<file path="config.mk">
export PLATFORM = sky130hd
export DESIGN_NAME = bcd_display_scan
export DESIGN_NICKNAME = d
export VERILOG_FILES = /design/src/rtl/bcd_display_scan_pkg.sv /design/src/rtl/bcd_display_scan_seg.sv /design/src/rtl/bcd_display_scan.sv
export SDC_FILE = /design/constraint.sdc
export NUM_CORES = 1
export LEC_CHECK = 0
export ABC_CLOCK_PERIOD_IN_PS = 2300
export CORE_ASPECT_RATIO = 1.25
export CORE_MARGIN = 5
export CORE_UTILIZATION = 30
export CTS_CLUSTER_SIZE = 16
export DETAILED_ROUTE_END_ITERATION = 8
export GPL_TIMING_DRIVEN = 0
export PLACE_DENSITY_LB_ADDON = 0.15
export SKIP_CTS_REPAIR_TIMING = 1
export SLEW_MARGIN = 20
export SYNTH_ARGS = -nofsm -noshare
export SYNTH_HDL_FRONTEND = slang
export SYNTH_SLANG_ARGS = --single-unit
</file>
<file path="constraint.sdc">
create_clock -name clock -period 2.3 [get_ports clock]
set_clock_uncertainty 0.05 [all_clocks]
set_input_delay 0.345 -clock clock [delete_from_list [all_inputs] [get_ports clock]]
set_output_delay 0.345 -clock clock [all_outputs]
set_load 0.05 [all_outputs]
</file>
<file path="src/rtl/bcd_display_scan_pkg.sv">
// Shared definitions for the BCD seven-segment scanner: digit slots,
// active-low segment encodings and nibble selection helpers.
package bcd_display_scan_pkg;

    localparam int unsigned NUM_DIGITS = 4;
    localparam int unsigned NIBBLE_W   = 4;

    // Bit-slice positions of each digit inside the packed time word
    localparam int unsigned SEC0_LSB = 0;
    localparam int unsigned SEC1_LSB = 4;
    localparam int unsigned MIN0_LSB = 8;
    localparam int unsigned MIN1_LSB = 12;

    typedef enum logic [1:0] {
        DIG_SEC0 = 2'd0,
        DIG_SEC1 = 2'd1,
        DIG_MIN0 = 2'd2,
        DIG_MIN1 = 2'd3
    } digit_e;

    // Active-low segments {g,f,e,d,c,b,a}
    localparam logic [6:0] SEG_0    = 7'b1000000;
    localparam logic [6:0] SEG_1    = 7'b1111001;
    localparam logic [6:0] SEG_2    = 7'b0100100;
    localparam logic [6:0] SEG_3    = 7'b0110000;
    localparam logic [6:0] SEG_4    = 7'b0011001;
    localparam logic [6:0] SEG_5    = 7'b0010010;
    localparam logic [6:0] SEG_6    = 7'b0000010;
    localparam logic [6:0] SEG_7    = 7'b1111000;
    localparam logic [6:0] SEG_8    = 7'b0000000;
    localparam logic [6:0] SEG_9    = 7'b0010000;
    localparam logic [6:0] SEG_DASH = 7'b0111111;
    localparam logic [6:0] SEG_OFF  = '1;
    localparam logic [3:0] AN_OFF   = '1;

    function automatic logic [NIBBLE_W-1:0] digit_nibble(input logic [15:0] word,
                                                         input digit_e    sel);
        case (sel)
            DIG_SEC0: return word[SEC0_LSB +: NIBBLE_W];
            DIG_SEC1: return word[SEC1_LSB +: NIBBLE_W];
            DIG_MIN0: return word[MIN0_LSB +: NIBBLE_W];
            default:  return word[MIN1_LSB +: NIBBLE_W];
        endcase
    endfunction

    function automatic logic [NUM_DIGITS-1:0] an_onehot_low(input digit_e sel);
        return ~(NUM_DIGITS'(1) << sel);
    endfunction

endpackage

</file>
<file path="src/rtl/bcd_display_scan_seg.sv">
// Combinational BCD to active-low seven-segment decoder; codes above 9
// render as a dash.
module bcd_to_seg
    import bcd_display_scan_pkg::*;
(
    input  logic [3:0] bcd,
    output logic [6:0] seg
);

    always_comb begin
        seg = SEG_DASH;
        case (bcd)
            4'd0: seg = SEG_0;
            4'd1: seg = SEG_1;
            4'd2: seg = SEG_2;
            4'd3: seg = SEG_3;
            4'd4: seg = SEG_4;
            4'd5: seg = SEG_5;
            4'd6: seg = SEG_6;
            4'd7: seg = SEG_7;
            4'd8: seg = SEG_8;
            4'd9: seg = SEG_9;
            default: seg = SEG_DASH;
        endcase
    end

endmodule

</file>
<file path="src/rtl/bcd_display_scan.sv">
// Four-digit multiplexed MM:SS display driver with frame-aligned snapshot.
// Optional LEAD_ZERO_BLANK_EN blanks a leading zero in the min_1 slot.
module bcd_display_scan
    import bcd_display_scan_pkg::*;
#(
    parameter int unsigned REFRESH_DIV = 100000
) (
    input  logic        clock,
    input  logic        reset_n,
    input  logic [15:0] big_bin,
    input  logic        blank,
    output logic [3:0]  an,
    output logic [6:0]  seg,
    output logic        dp
);

    localparam int unsigned      DIV_W   = $clog2(REFRESH_DIV);
    localparam logic [DIV_W-1:0] DIV_MAX = DIV_W'(REFRESH_DIV - 1);

    logic [DIV_W-1:0] div_cnt;
    digit_e           idx;
    logic [15:0]      snap;
    logic             primed;
    logic             tick;
    logic             lead_blank;
    logic [3:0]       cur_nibble;
    logic [6:0]       cur_seg;

    assign tick = (div_cnt == DIV_MAX);

    always_comb begin
        cur_nibble = digit_nibble(snap, idx);
    end

    bcd_to_seg u_bcd_to_seg (
        .bcd (cur_nibble),
        .seg (cur_seg)
    );

`ifdef LEAD_ZERO_BLANK_EN
    assign lead_blank = (idx == DIG_MIN1) && (snap[MIN1_LSB +: NIBBLE_W] == 4'd0);
`else
    assign lead_blank = 1'b0;
`endif

    // The priming cycle only captures the snapshot; the scan starts counting
    // afterwards so digit 0 gets its full REFRESH_DIV slot.
    always_ff @(posedge clock or negedge reset_n) begin
        if (!reset_n) begin
            div_cnt <= '0;
            idx     <= DIG_SEC0;
            snap    <= '0;
            primed  <= 1'b0;
            an      <= AN_OFF;
            seg     <= SEG_OFF;
            dp      <= 1'b1;
        end else if (!primed) begin
            primed <= 1'b1;
            snap   <= big_bin;
        end else begin
            if (tick) begin
                div_cnt <= '0;
                idx     <= digit_e'(idx + 2'd1);
                if (idx == DIG_MIN1)
                    snap <= big_bin;
            end else begin
                div_cnt <= div_cnt + DIV_W'(1);
            end
            an  <= (blank || lead_blank) ? AN_OFF : an_onehot_low(idx);
            seg <= cur_seg;
            dp  <= (idx != DIG_MIN0);
        end
    end

endmodule

</file>
==> results of run 1 <==
-- power groups by stage --
stage	clock network (uW)	logic [uW]	registers [uW]
finish	620	409	1030
global route	678	449	1050
CTS	650	394	1030
detailed placement	0	393	1040
global placement	0	393	1040
floorplan	0	189	1110
-- worst max-delay path, cell delays in order, from the launching register on --
cell and delay [ns]:
dfrtp_1 0.39, buf_4 0.15, ha_4 0.18, a222oi_1 0.46, mux2_4 0.28, ha_4 0.20, or3_1 0.31, a31oi_1 0.16
-- synth_stat cells (3+ instances only) --
cell type / number
a222oi_1: 4
mux2i_1: 3
nor3_1: 4
dfstp_2: 12
mux2_2: 10
a21o_1: 3
xor2_1: 3
nand3_1: 4
dfrtp_1: 36
xnor2_1: 12
nand4_1: 4
o21ai_0: 7
mux2_4: 10
nand2_1: 14
a31oi_1: 6
nor2_1: 23
ha_1: 8
clkbuf_1: 3
inv_1: 14
-- cell families after synthesis --
family / synth area share [%]
adder cells (fa/ha/maj): 4.317
buffers and inverters: 3.670
multiplexers: 12.63
other: 0.1617
flip-flops: 52.46
AND/OR/NAND/NOR: 13.01
XOR/XNOR: 5.667
AO/OA/AOI/OAI: 8.095
-- per-layer routing --
layer / part of all wire, % / routed length (um) / up-vias
met1: 44 / 2068 / 787
li1: - / - / 785
met3: 4.3 / 201 / 4
met4: 1.2 / 58 / 0
met5: 0 / 0 / -
met2: 51 / 2391 / 27
-- stage by stage --
step                      setup WS (ns)  total power (uW)
after detailed placement        -0.1502              1437
after global routing           -0.06055              2172
final                           0.03849              2057
after floorplan                  0.1891              1295
after global placement          -0.6683              1435
after CTS                       -0.1837              2072
-- worst max-delay path by stage --
| stage | from | end | slack [ns] | cells past startpoint |
|---|---|---|---|---|
| 2_1_floorplan | div_cnt[11]$_DFFE_PN0P_ | snap[0]$_DFFE_PN0P_ | 0.19 | 5 |
| 3_3_place_gp | reset_n | snap[14]$_DFFE_PN0P_ | -0.67 | 1 |
| 3_5_place_dp | idx[0]$_DFFE_PN0P_ | seg[3]$_DFFE_PN1P_ | -0.15 | 7 |
| 4_1_cts | idx[0]$_DFFE_PN0P_ | seg[3]$_DFFE_PN1P_ | -0.18 | 7 |
| 5_1_grt | idx[1]$_DFFE_PN0P_ | seg[0]$_DFFE_PN1P_ | -0.06 | 7 |
| 6_report | idx[1]$_DFFE_PN0P_ | seg[3]$_DFFE_PN1P_ | 0.04 | 7 |
-- cells in the final DEF, fill, tap and decap left out, types with 2 or more instances in the layout --
| master | count |
|---|---|
| dfrtp_1 | 36 |
| clkdlybuf4s50_1 | 29 |
| nor2_1 | 22 |
| nand2_1 | 14 |
| inv_1 | 12 |
| mux2_4 | 12 |
| xnor2_1 | 12 |
| dfstp_2 | 12 |
| mux2_2 | 8 |
| o21ai_0 | 7 |
| a31oi_1 | 6 |
| buf_4 | 6 |
| clkbuf_8 | 5 |
| a222oi_1 | 4 |
| nand4_1 | 4 |
| nor3_1 | 4 |
| nand3_1 | 4 |
| clkbuf_1 | 3 |
| a21o_1 | 3 |
| xor2_1 | 3 |
| ha_1 | 3 |
| ha_2 | 3 |
| buf_2 | 2 |
| inv_2 | 2 |
| mux2i_2 | 2 |
| a21oi_1 | 2 |
| and3_1 | 2 |
| nor4_1 | 2 |
| ha_4 | 2 |
-- cell type report --
type / count / area (um2)
Buffer: 6 / 32.53
Sequential cell: 48 / 1216
Clock inverter: 3 / 46.29
Timing Repair Buffer: 35 / 335.3
Fill cell: 758 / 4489
Clock buffer: 5 / 68.82
Multi-Input combinational cell: 134 / 1089
Inverter: 14 / 52.55
Tap cell: 92 / 115.1
-- sequential cells by signal, indices dropped and copies added (netlist names) --
| name | cells |
|---|---|
| snap | 16 |
| an | 4 |
| dp | 1 |
| primed | 1 |
| div_cnt | 17 |
| idx | 2 |
| seg | 7 |
==> reports/metrics.yaml, run 1 <==
outcome:
  outcome: "finished clean"
floorplanning:
  ioPinCount: 31
  initial_core_util_pct: 31.14
  fp.dieW_um: 88.63
  die_y_um: 108.3
  die_area_um2: 9597
  fp-row-count: 35
  core_um2: 7445
worst_setup_path:
  r2r_slack_ns: 0.04
  r2r_end: "seg[3]$_DFFE_PN1P_"
  cp.required_ns: 2.47
  rr_startpoint: "idx[1]$_DFFE_PN0P_"
  crit_path_end_kind: "flop"
  worstPathMaxFanout: 6
  arrival_ns: 2.44
  rr_worst_depth: 7
  startpoint_type: "flop"
  path_class: "reg2reg"
layout:
  drive_above_1_share_pct: 26.53
  n_antenna_cell: 0
  final_cells: 337
  area_growth_pct: 27.47
  nets: 271
  utilization_pct: 39.70
  final_area_um2: 2955
clock_network:
  cts.htree.levels: 2
  cts_tree: "done"
  clockBufferDepth: 2
  root_buffer: "clkbuf_8"
  clk-insertion-delay-late_ns: 0.30
  path_clk_slew_ns: 0.10
  numClockSinks: 48
  cts_buffers: 5
synthesis:
  synth_area_um2: 2318
  yosysTopAreaCell: "dfrtp_1"
  synth_ff_type: "dfrtp_1"
  avgSynthCellArea_um2: 11.48
  synth_top_area_share_pct: 38.86
  ys_types: 37
  ys_warn_count: 0
  yosysSeqAreaShare_pct: 52.46
  synth_nets: 229
  synth_area_leaders: "dfrtp_1, dfstp_2, mux2_4"
  synth_edf_count: 0
  synthArstFlopShare_pct: 100.0
  synthCells: 202
  synth_seq_cells: 48
pwr:
  power.switching_uw: 589.4
  p_int_uw: 1468
  vdd_drop_max_mv: 0.2961
  switching_share_pct: 28.65
  pwr-share-seq_pct: 50.0
  p_comb_share_pct: 19.9
  clockPowerShare_pct: 30.1
  powerDensity_nw_per_um2: 696.1
  p_leak_uw: 0.001270
sta:
  timing.final.crit_share_pct: 98.33
  fin_crit_ns: 2.262
  setup_violations: 0
  fin_setup_tns_ns: 0
  hold_slack_ns: 0.001347
  timing.fmax_mhz: 442.2
  slew-limit-headroom_pct: 59.62
  hold_viol_final: 0
  worst_pin_slew_ns: 0.6057
  report.final.slew_viol_count: 0
  rsz0062_at_grt: "true"
global_route:
  gr-total-overflow: 0
  busiest_layer: "met2"
  grt_use_met2_pct: 17.99
  grt_pass1_vias: 1636
  grt_pass1_wl_mm: 8.038
  grtUsageMet1_pct: 13.52
  gr-usage-all-layers_pct: 10.75
  grt_start_max_net_pins: 49
  grtUsageMet3_pct: 2.896
  antenna_found_initial: 0
placed_design:
  placed_cell_area_um2: 2731
  port_buffers: 30
  routabilityCongestion: 0.7609
  place_inst: 324
  dpl.hpwl_mm: 3.449
route:
  drtIter0Drc: 59
  drc: 0
  finalWirelength_mm: 4.720
  routedWlPerCell_um: 14.01
  vias_per_cell: 4.757
  vias: 1603
  drt_first_pass_iters: 4
  ant_nets: 0
worst_hold_path:
  hold_class: "in2async"
run:
  drv_cap: 0
No activity file was read; power rests on OpenSTA's default activity.
==> inputs of run 2 (changes only) <==
Settings changed: SYNTH_HIERARCHICAL set to 1.
==> run 2 against run 1 <==
  * Sequential share of layout area is 2.6 points lower
  * The run now ends with negative setup slack left
  * Combinational power is 26% higher
  * Wire length is 7.2% higher
  * Power is 1.9% higher
  * Clock power is 17% lower
  * Critical path type unchanged
  * Die area is 5.5% higher
  * Global-route usage is 0.47 points lower
  * Utilization is 0.79 points lower
  * Largest cell class is now multi-input combinational cells
  * Cell area is 6.6% higher
  * Via count is 4.1% higher
  * First-iteration DRC count is 64% higher
  * Maximum frequency is 3.5% lower
==> reports/metrics.yaml, run 2 <==
synthesis:
  synth_top_area_share_pct: 36.60  # -2.3 points
  synth_nets: 238  # +3.9%
  synth_ff_type: "dfrtp_1"
  synth_common_cells: "dfrtp_1, nor2_1, inv_1"
  yosysMostFrequentCell: "dfrtp_1"
  synth_area_um2: 2461  # +6.2%
  yosysTopAreaCell: "dfrtp_1"
  synthArstFlopShare_pct: 100.0  # unchanged
  synth_edf_count: 0  # unchanged
  ys_warn_count: 6  # +6
  synth_seq_cells: 48  # unchanged
  synth_area_leaders: "dfrtp_1, dfstp_2, mux2_4"
  ys_types: 47  # +27%
  yosysSeqAreaShare_pct: 49.42  # -3.0 points
  avgSynthCellArea_um2: 11.78  # +2.6%
  synthCells: 209  # +3.5%
worst_setup_path:
  crit_path_end_kind: "flop"
  cp.required_ns: 2.48  # about the same
  arrival_ns: 2.53  # +0.09 ns
  path_class: "reg2reg"
  worstPathMaxFanout: 5  # -1
  startpoint_type: "flop"
global_route:
  gr-total-overflow: 0  # unchanged
  grt_start_max_net_pins: 49  # unchanged
  grt_pass1_wl_mm: 8.549  # +6.4%
  antenna_found_initial: 0  # unchanged
  grt_pass1_vias: 1761  # +7.6%
  gr-usage-all-layers_pct: 10.28  # -0.47 points
layout:
  drive_above_1_share_pct: 29.80  # +3.3 points
  final_common_cell: "dfrtp_1"
  regMostFlops: "div_cnt"
  top_regs: "div_cnt x17, snap x16, seg x7"
  nets: 283  # +4.4%
  utilization_pct: 38.90  # -0.79 points
  final_cells: 352  # +4.5%
  largest_reg_flops: 17  # unchanged
  area_growth_pct: 28.06
  n_antenna_cell: 0  # unchanged
  final_cell_mix: "dfrtp_1, clkdlybuf4s50_1, nor2_1"
route:
  drc: 0  # unchanged
  drt_first_pass_iters: 4  # unchanged
  drtIter0Drc: 97  # +64%
  ant_nets: 0  # unchanged
  vias: 1669  # +4.1%
  routedWlPerCell_um: 14.38  # +2.6%
  finalWirelength_mm: 5.060  # +7.2%
  vias_per_cell: 4.741  # -0.32%
placed_design:
  dpl.hpwl_mm: 3.562  # +3.3%
  routabilityCongestion: 0.7173  # -5.7%
  port_buffers: 30  # unchanged
  place_inst: 336  # +3.7%
  place_ws_ns: -0.3786  # -0.2284 ns
sta:
  hold_viol_final: 0  # unchanged
  setup_violations: 6  # +6
  slew-limit-headroom_pct: 58.68  # -0.94 points
  rsz0062_at_grt: "true"
  fin_crit_ns: 2.344  # +0.08247 ns
  fin_setup_tns_ns: -0.1234  # -0.1234 ns
  worst_pin_slew_ns: 0.6198  # +0.01412 ns
  timing.final.crit_share_pct: 101.9  # +3.6 points
  report.final.slew_viol_count: 0  # unchanged
  timing.fmax_mhz: 426.6  # -3.5%
  fin_ws_ns: -0.04398  # -0.08247 ns
clock_network:
  clockBufferDepth: 2  # unchanged
  cts_buffers: 5  # unchanged
  root_buffer: "clkbuf_8"
  path_clk_slew_ns: 0.09  # about the same
  cts_tree: "done"
  numClockSinks: 48  # unchanged
  clk-insertion-delay-late_ns: 0.30  # about the same
  cts.htree.levels: 2  # unchanged
floorplanning:
  die_y_um: 111.3  # +2.8%
  fp.dieW_um: 91.01  # +2.7%
  core_um2: 8102  # +8.8%
  ioPinCount: 31  # unchanged
  fp-row-count: 37  # +5.7%
  initial_core_util_pct: 30.38  # -0.76 points
  die_area_um2: 10130  # +5.5%
run:
  drv_cap: 0  # unchanged
outcome:
  outcome: "complete, but fails checks"
  violations: "negative setup slack"
pwr:
  p_leak_uw: 0.001381  # +8.8%
  vdd_drop_max_mv: 0.2541  # -14%
  power_uw: 2097  # +1.9%
  powerDensity_nw_per_um2: 665.2  # -4.4%
worst_hold_path:
  hold_class: "in2async"
-- run 2: worst paths after layout --
kind / start / endpoint / slack (ns) / depth (start not counted)
setup / recovery: idx[0]$_DFFE_PN0P_ / seg[5]$_DFFE_PN1P_ / -0.04 / 9
hold reg to reg: an[2]$_DFFE_PN1P_ / an[2]$_DFFE_PN1P_ / 0.44 / 2
max in group asynchronous: reset_n / snap[1]$_DFFE_PN0P_ / 1.78 / 1
setup reg to reg: idx[0]$_DFFE_PN0P_ / seg[5]$_DFFE_PN1P_ / -0.04 / 9
min in group clock: an[2]$_DFFE_PN1P_ / an[2]$_DFFE_PN1P_ / 0.44 / 2
hold / removal: reset_n / div_cnt[4]$_DFFE_PN0P_ / 0.008 / 1
-- run 2: where the power goes --
group	leakage [uW]	internal [uW]	total [uW]	switching (uW)
registers	0.000581	967	1070	99.0
logic	0.000749	248	515	267
clock network	0.0000510	240	516	276
-- run 2: area by class of cell --
class	count	area [um2]
multi-input cells	139	1242
plain buffers	8	57.56
repair buffers	38	369.1
clock inverters	2	10.01
clock buffers	6	82.58
flip-flops and latches	48	1216
inverters	14	52.55
well taps	97	121.4
fillers	784	4950
-- run 2: layer usage --
layer	track usage (%)	share of wire, %	vias up
met5	0	0	-
met4	2.935	1.3	0
met3	2.376	2.9	5
met2	18.05	51	27
met1	12.41	45	818
li1	-	-	819
-- run 2: worst max-delay path, stage by stage (launching register included) --
cell	delay [ns]
dfrtp_1	0.45
inv_2	0.11
ha_4	0.19
a222oi_1	0.48
mux2i_4	0.14
buf_6	0.15
ha_1	0.20
o21ai_1	0.14
o31ai_1	0.09
mux2_2	0.27
-- run 2: cell families after synthesis --
logic type	share of synthesized area (%)
flip-flops	49.42
XOR/XNOR	4.626
buffers and inverters	4.372
other	0.1524
AND/OR/NAND/NOR	14.39
adder cells (fa/ha/maj)	5.084
AO/OA/AOI/OAI	7.880
multiplexers	14.08
-- run 2: stage by stage --
stage,hold WS (ns),area (um2)
4_1_cts,0.03307,2973
2_1_floorplan,-0.0005911,2461
3_5_place_dp,0.3611,2880
3_3_place_gp,0.4330,2883
5_1_grt,0.05661,3152
6_report,0.007543,3152
